## config.mk

```make
export PLATFORM = sky130hd
export DESIGN_NAME = writeback_regfile
export DESIGN_NICKNAME = d
export VERILOG_FILES = /design/src/rtl/writeback_regfile.sv
export SDC_FILE = /design/constraint.sdc
export NUM_CORES = 2
export LEC_CHECK = 0
export CORE_MARGIN = 2
export CORE_UTILIZATION = 50
export CTS_CLUSTER_SIZE = 12
export DETAILED_ROUTE_END_ITERATION = 8
export GPL_ROUTABILITY_DRIVEN = 0
export PLACE_DENSITY = 0.68
export SLEW_MARGIN = 20
export SYNTH_ARGS = -nofsm -noshare
export SYNTH_HDL_FRONTEND = slang
export SYNTH_SLANG_ARGS = --single-unit
```

## constraint.sdc

```tcl
create_clock -name Clock -period 3.3 [get_ports Clock]
set_input_delay 0.66 -clock Clock [delete_from_list [all_inputs] [get_ports Clock]]
set_output_delay 0.66 -clock Clock [all_outputs]
set_load 0.005 [all_outputs]
```

## src/rtl/writeback_regfile.sv

```systemverilog
// Write-back stage register file: selects the WB value, commits it to a
// 32-entry GPR array, serves two bypassed ID read ports and counts commits.
//
// Ports:
//   Clock, Reset (async, active-low)
//   RegWriteIn, MemToRegIn, R_Data_In, ALUResult_In, rDestSelected_In : MEM/WB
//   ReadAddr1/2 -> ReadData1/2 : ID read ports, combinational, write-through
//   WriteData_Out : selected WB value for the forwarding unit
//   WbCount : committed register writes since reset (wraps)
module writeback_regfile #(
   parameter int DATA_WIDTH  = 32,
   parameter int ADDR_WIDTH  = 5,
   parameter int COUNT_WIDTH = 32
) (
   input  logic                   Clock,
   input  logic                   Reset,
   input  logic                   RegWriteIn,
   input  logic                   MemToRegIn,
   input  logic [DATA_WIDTH-1:0]  R_Data_In,
   input  logic [DATA_WIDTH-1:0]  ALUResult_In,
   input  logic [ADDR_WIDTH-1:0]  rDestSelected_In,
   input  logic [ADDR_WIDTH-1:0]  ReadAddr1,
   input  logic [ADDR_WIDTH-1:0]  ReadAddr2,
   output logic [DATA_WIDTH-1:0]  ReadData1,
   output logic [DATA_WIDTH-1:0]  ReadData2,
   output logic [DATA_WIDTH-1:0]  WriteData_Out,
   output logic [COUNT_WIDTH-1:0] WbCount
);

   localparam int DEPTH = 2 ** ADDR_WIDTH;

   logic [DATA_WIDTH-1:0]  regs_q [DEPTH];
   logic [DATA_WIDTH-1:0]  regs_d [DEPTH];
   logic [COUNT_WIDTH-1:0] wb_count_q;
   logic [COUNT_WIDTH-1:0] wb_count_d;
   logic                   we_eff;

   assign WriteData_Out = MemToRegIn ? R_Data_In : ALUResult_In;

   // x0 is never a real target: the enable is killed here so that the
   // array entry and the counter both stay untouched.
   assign we_eff = RegWriteIn && (rDestSelected_In != '0);

   always_comb begin
      regs_d     = regs_q;
      wb_count_d = wb_count_q;
      if (we_eff) begin
         regs_d[rDestSelected_In] = WriteData_Out;
         wb_count_d = wb_count_q + COUNT_WIDTH'(1);
      end
   end

   always_ff @(posedge Clock or negedge Reset) begin
      if (!Reset) begin
         for (int i = 0; i < DEPTH; i++) begin
            regs_q[i] <= '0;
         end
         wb_count_q <= '0;
      end else begin
         regs_q     <= regs_d;
         wb_count_q <= wb_count_d;
      end
   end

   // Index 0 wins over the bypass so x0 reads zero even mid-write.
   function automatic logic [DATA_WIDTH-1:0] rd_port(
      input logic [ADDR_WIDTH-1:0] a
   );
      if (a == '0) begin
         return '0;
      end else if (we_eff && (a == rDestSelected_In)) begin
         return WriteData_Out;
      end else begin
         return regs_q[a];
      end
   endfunction

   always_comb begin
      ReadData1 = rd_port(ReadAddr1);
      ReadData2 = rd_port(ReadAddr2);
   end

   assign WbCount = wb_count_q;

endmodule

```

# Word level (Yosys, flattened, before mapping)
# Cells that the tools add are included.
[op_classes] n_addsub=1 order_cmp=4 eq_ne=2 n_mux=14 bitwise=3 reduce_logical=7
[ops] cell="$bwmux 1024" n=1
[ops] cell="$bmux 32 s5" n=2
[ops] cell="$mux 32" n=10
[ops] cell="$demux 32 s5" n=1
[ops] cell="$add 32x1->32 const B" n=1
[ops] cell="$ge 6x6->1 const B" n=3
[ops] cell="$not 5->6" n=3
[ops] cell="$eq 5x5->1" n=2
[ops] cell="$logic_not 5->1" n=2
[ops] cell="$lt 6x1->1 const B" n=1
[ops] cell="$reduce_bool 5->1" n=1
[ops] cell="$logic_and 1x1->1" n=4
[totals] reg_bits=1056 output_inout_bits=128 elab_cells=64

# Depth between registers and ports, before layout
[depth] ltp_word=6 ltp_mapped=9 depth_no_buf=6

# Worst setup path before layout
# OpenSTA, ideal clock, no wires.
[synth_timing] path_type="input port to output port" startpoint="input port ReadAddr1[0]" endpoint="output port ReadData1[14]" arrival_ns=2.224 setup_slack_ns=0.416 stages=7 n_path_buf=3 cell_sequence="buf_6 buf_6 buf_2 mux4_2 a221oi_1 nand3_1 and3_1"
[synth_via] elab_chain_cells=6 word_cells_on_any_way=9
[synth_rtl] element="start, declared" line_no="22" rtl="input logic [ADDR_WIDTH-1:0] ReadAddr1,"
[synth_rtl] element="$not 5->6 (not written as such)" line_no="74" rtl="return regs_q[a];"
[synth_rtl] element="$bmux 32 s5" line_no="74"
[synth_rtl] element="$mux 32 (not written as such) (2 in a row)" line_no="74"
[synth_rtl] element="$mux 32" line_no="71" rtl="end else if (we_eff && (a == rDestSelected_In)) begin"
[synth_rtl] element="$mux 32 (*)" line_no="69" rtl="if (a == '0) begin"
[synth_rtl] element="end, declared" line_no="24" rtl="output logic [DATA_WIDTH-1:0] ReadData1,"
# Mark *: on every way between the ends. The rest lies on a longest branch, timed or not. The select of a mux whose other input is x is not followed.

# Worst setup path in the final report
[layout_timing] startpoint="input port ReadAddr1[0]" endpoint="output port ReadData1[15]"
# Same word-level chain as after synthesis.

==> impl_metrics.csv <==
group,metric,value,unit
power_and_ir_drop,max-vdd-ir-drop,0.000522,V
sta,setup_tns,-0.592,ns
floorplanning,die_height,335,um
power_and_ir_drop,seq_power_share,43.5,%
floorplanning,pin_count,211,
worst_setup_path,crit_path_max_fanout,8,
clock_tree,clockBufferDepth,3,
worst_setup_path,reg2reg_from,"WbCount[0]",
flow_run,drv_cap,0,
synth,synth_edf_count,0,
run_status,violations,"setup timing",
cells_and_area,mostFrequentLayoutCell,"dfrtp_1",
clock_tree,htree_num_levels,3,
power_and_ir_drop,combPwrFrac,26.0,%
power_and_ir_drop,clockPowerShare,30.5,%
synth,synthArstFlopShare,100,%
global_routing,grt_max_degree,141,
cells_and_area,drive_above_1_share,31.3,%
cells_and_area,fin_cells,7125,
synth,syn-mean-instance-area,10.8,um2
worst_setup_path,startpoint_type,"input port",
routing,vias_per_cell,6.64,
place,hpwl,136000,um
routing,vias,47300,
sta,rsz0062_at_grt,"yes",
place,dp.cells,6749,
floorplanning,coreArea,0.109,mm2
cells_and_area,layout_common_cells,"dfrtp_1 (1056), nor2_1 (567), a21oi_1 (543)",
global_routing,grt_first_pass_wirelength,308000,um
cells_and_area,final_area,0.0701,mm2
synth,syn-num-nets,5142,
worst_setup_path,cp-end-kind,"primary output",
routing,drcViolationCount,0,
synth,synth_seq_area_share,48.2,%
synth,ys_types,65,
clock_tree,cts_tree,"built",
floorplanning,die_x,335,um
run_status,outcome,"finished, violations left",
routing,drt_first_iter_violations,6501,
clock_tree,insertion_delay,0.72,ns
sta,slew_viol_final,0,
sta,setup_viol,18,
power_and_ir_drop,switching_share,30.9,%
synth,yosys-top-cells-area,"dfrtp_1 (48%), mux4_2 (19%), a21oi_1 (5.0%)",
global_routing,track_usage,37.5,%
floorplanning,start_util,50.3,%
synth,ys_seq_elements,1056,
synth,synth_top_area_share,48.2,%
sta,hold_viol,0,
worst_setup_path,crit_required,2.64,ns
power_and_ir_drop,p_int,0.0284,W
cells_and_area,nNetsFinal,5709,
synth,synth_ff_type,"dfrtp_1",
power_and_ir_drop,p_leak,30.2,nW
routing,wirelength,211000,um
global_routing,grt_pass1_vias,46600,
min_path,hp-class,"register to register",
place,io_buffers,210,
routing,wire_per_inst,29.6,um
routing,ant_nets,0,
synth,syn_area,0.0548,mm2
worst_setup_path,crit_type,"input port to primary output",
sta,fin_skew,0.0127,ns
clock_tree,cts.sinks,1056,
cells_and_area,synthToLayoutAreaGrowth,27.9,%
clock_tree,clk_pin_slew,0.06,ns
clock_tree,cts_made_buffers,110,
sta,min_period_over_period,102,%
synth,yosysTopAreaCell,"dfrtp_1",
power_and_ir_drop,power_density,586,mW/mm2
floorplanning,fp.dieArea,0.112,mm2
sta,relSlewSlack,30.0,%
synth,syn_inst,5058,
power_and_ir_drop,switchingPower,0.0127,W
min_path,hp-start,"regs_q[1018]",
global_routing,grt_antenna_before_repair,8,
clock_tree,root_buffer,"clkbuf_16",
sta,worst_slew_pin_slew,1.05,ns
worst_setup_path,cp-startpoint,"ReadAddr1[0]",
cells_and_area,finish.utilization,64.4,%
cells_and_area,nFillCells,7964,
worst_setup_path,arrival,2.72,ns
sta,post-route-min-period,3.38,ns
place,placed_area,0.0632,mm2
floorplanning,rows,121,
synth,yosys_warnings,0,
routing,dr.pass1.iters,5,
sta,max_freq,296,MHz
sta,setup_ws,-0.0822,ns
global_routing,grt_overflow,0,
-- worst paths after layout --
kind	to	slack [ns]	cells past startpoint
setup / recovery	ReadData1[15]	-0.08	9
hold / removal	regs_q[1018]	0.40	0
setup reg to reg	WbCount[28]	0.93	8
hold reg to reg	regs_q[1018]	0.40	0
max in group asynchronous	regs_q[5]	1.71	4
min in group asynchronous	regs_q[1010]	0.43	2
-- power by group through the flow --
| stage | logic (W) | clock network (W) | registers (W) |
|---|---|---|---|
| after floorplan | 0.00621 | 0 | 0.0172 |
| after global placement | 0.00943 | 0 | 0.0177 |
| after detailed placement | 0.00972 | 0 | 0.0179 |
| after CTS | 0.0102 | 0.0125 | 0.0177 |
| after global routing | 0.0114 | 0.0131 | 0.0181 |
| final | 0.0107 | 0.0125 | 0.0179 |
-- registers in the layout, indices dropped and copies added, names as in the netlist --
register,flops
regs_q,1024
WbCount,32
-- cell usage after synthesis, types with 74 or more instances --
cell / instances
o21ai_0: 463
mux2i_1: 157
o21ai_1: 74
clkbuf_1: 382
o22ai_1: 92
buf_2: 94
nand2_1: 568
a21oi_1: 552
mux4_2: 454
nor2_1: 593
a22oi_1: 101
dfrtp_1: 1056
-- through the flow --
stage               hold slack, ns  power, W  worst slack, ns
detailed placement           0.384    0.0276           -0.883
finish                       0.398    0.0411          -0.0822
floorplan                    0.364    0.0235            0.416
global route                 0.407    0.0426          -0.0920
CTS                          0.398    0.0405           -0.152
global placement             0.376    0.0271           -0.853
-- worst max-delay path, stage by stage --
cell and delay (ns):
buf_16 0.16, buf_16 0.16, buf_12 0.11, mux4_2 0.49
mux4_2 0.56, nand2_4 0.15, nand2_2 0.06, o21a_1 0.21
buf_2 0.14
-- per-layer routing --
metal  vias to the layer above  global-route usage [%]  wire, um  share of wire [%]
met5                         -                       0        79              0.037
met3                       766                    12.0     28800                 14
met1                     23600                    49.2     75400                 36
met2                      3392                    54.0     91200                 43
li1                      19500                       -         -                  -
met4                        12                    23.8     15500                7.3
-- cells by family (layout without fill, tap and decap cells) --
group,count (synthesis),count (layout),share of synthesized area [%]
flip-flops,1056,1056,48.2
adder cells (fa/ha/maj),1,1,0.0228
other,0,3,0
AND/OR/NAND/NOR,1342,1342,9.98
AO/OA/AOI/OAI,1416,1416,14.4
XOR/XNOR,41,41,0.655
multiplexers,629,629,21.9
buffers and inverters,573,1223,4.79
-- area by class of cell --
| type | count | area [um2] | share of cell area (%) |
|---|---|---|---|
| Antenna cell | 3 | 7.51 | 0.0107 |
| Clock buffer | 172 | 3330 | 4.75 |
| Clock inverter | 23 | 248 | 0.353 |
| Inverter | 39 | 150 | 0.214 |
| Multi-Input combinational cell | 3429 | 27500 | 39.2 |
| Sequential cell | 1056 | 26400 | 37.7 |
| Tap cell | 1414 | 1770 | 2.52 |
| Timing Repair Buffer | 989 | 10700 | 15.2 |
-- what timing repair did --
action	4_1_cts	5_1_grt
setup endpoints to repair	64	64
gates cloned	16	0
setup buffers	113	61
pin swaps	87	105
gates resized for setup	457	208
endpoints found under the hold margin	16	0
hold buffers	1	0
Note: power is estimated with default switching activity, not from simulation.
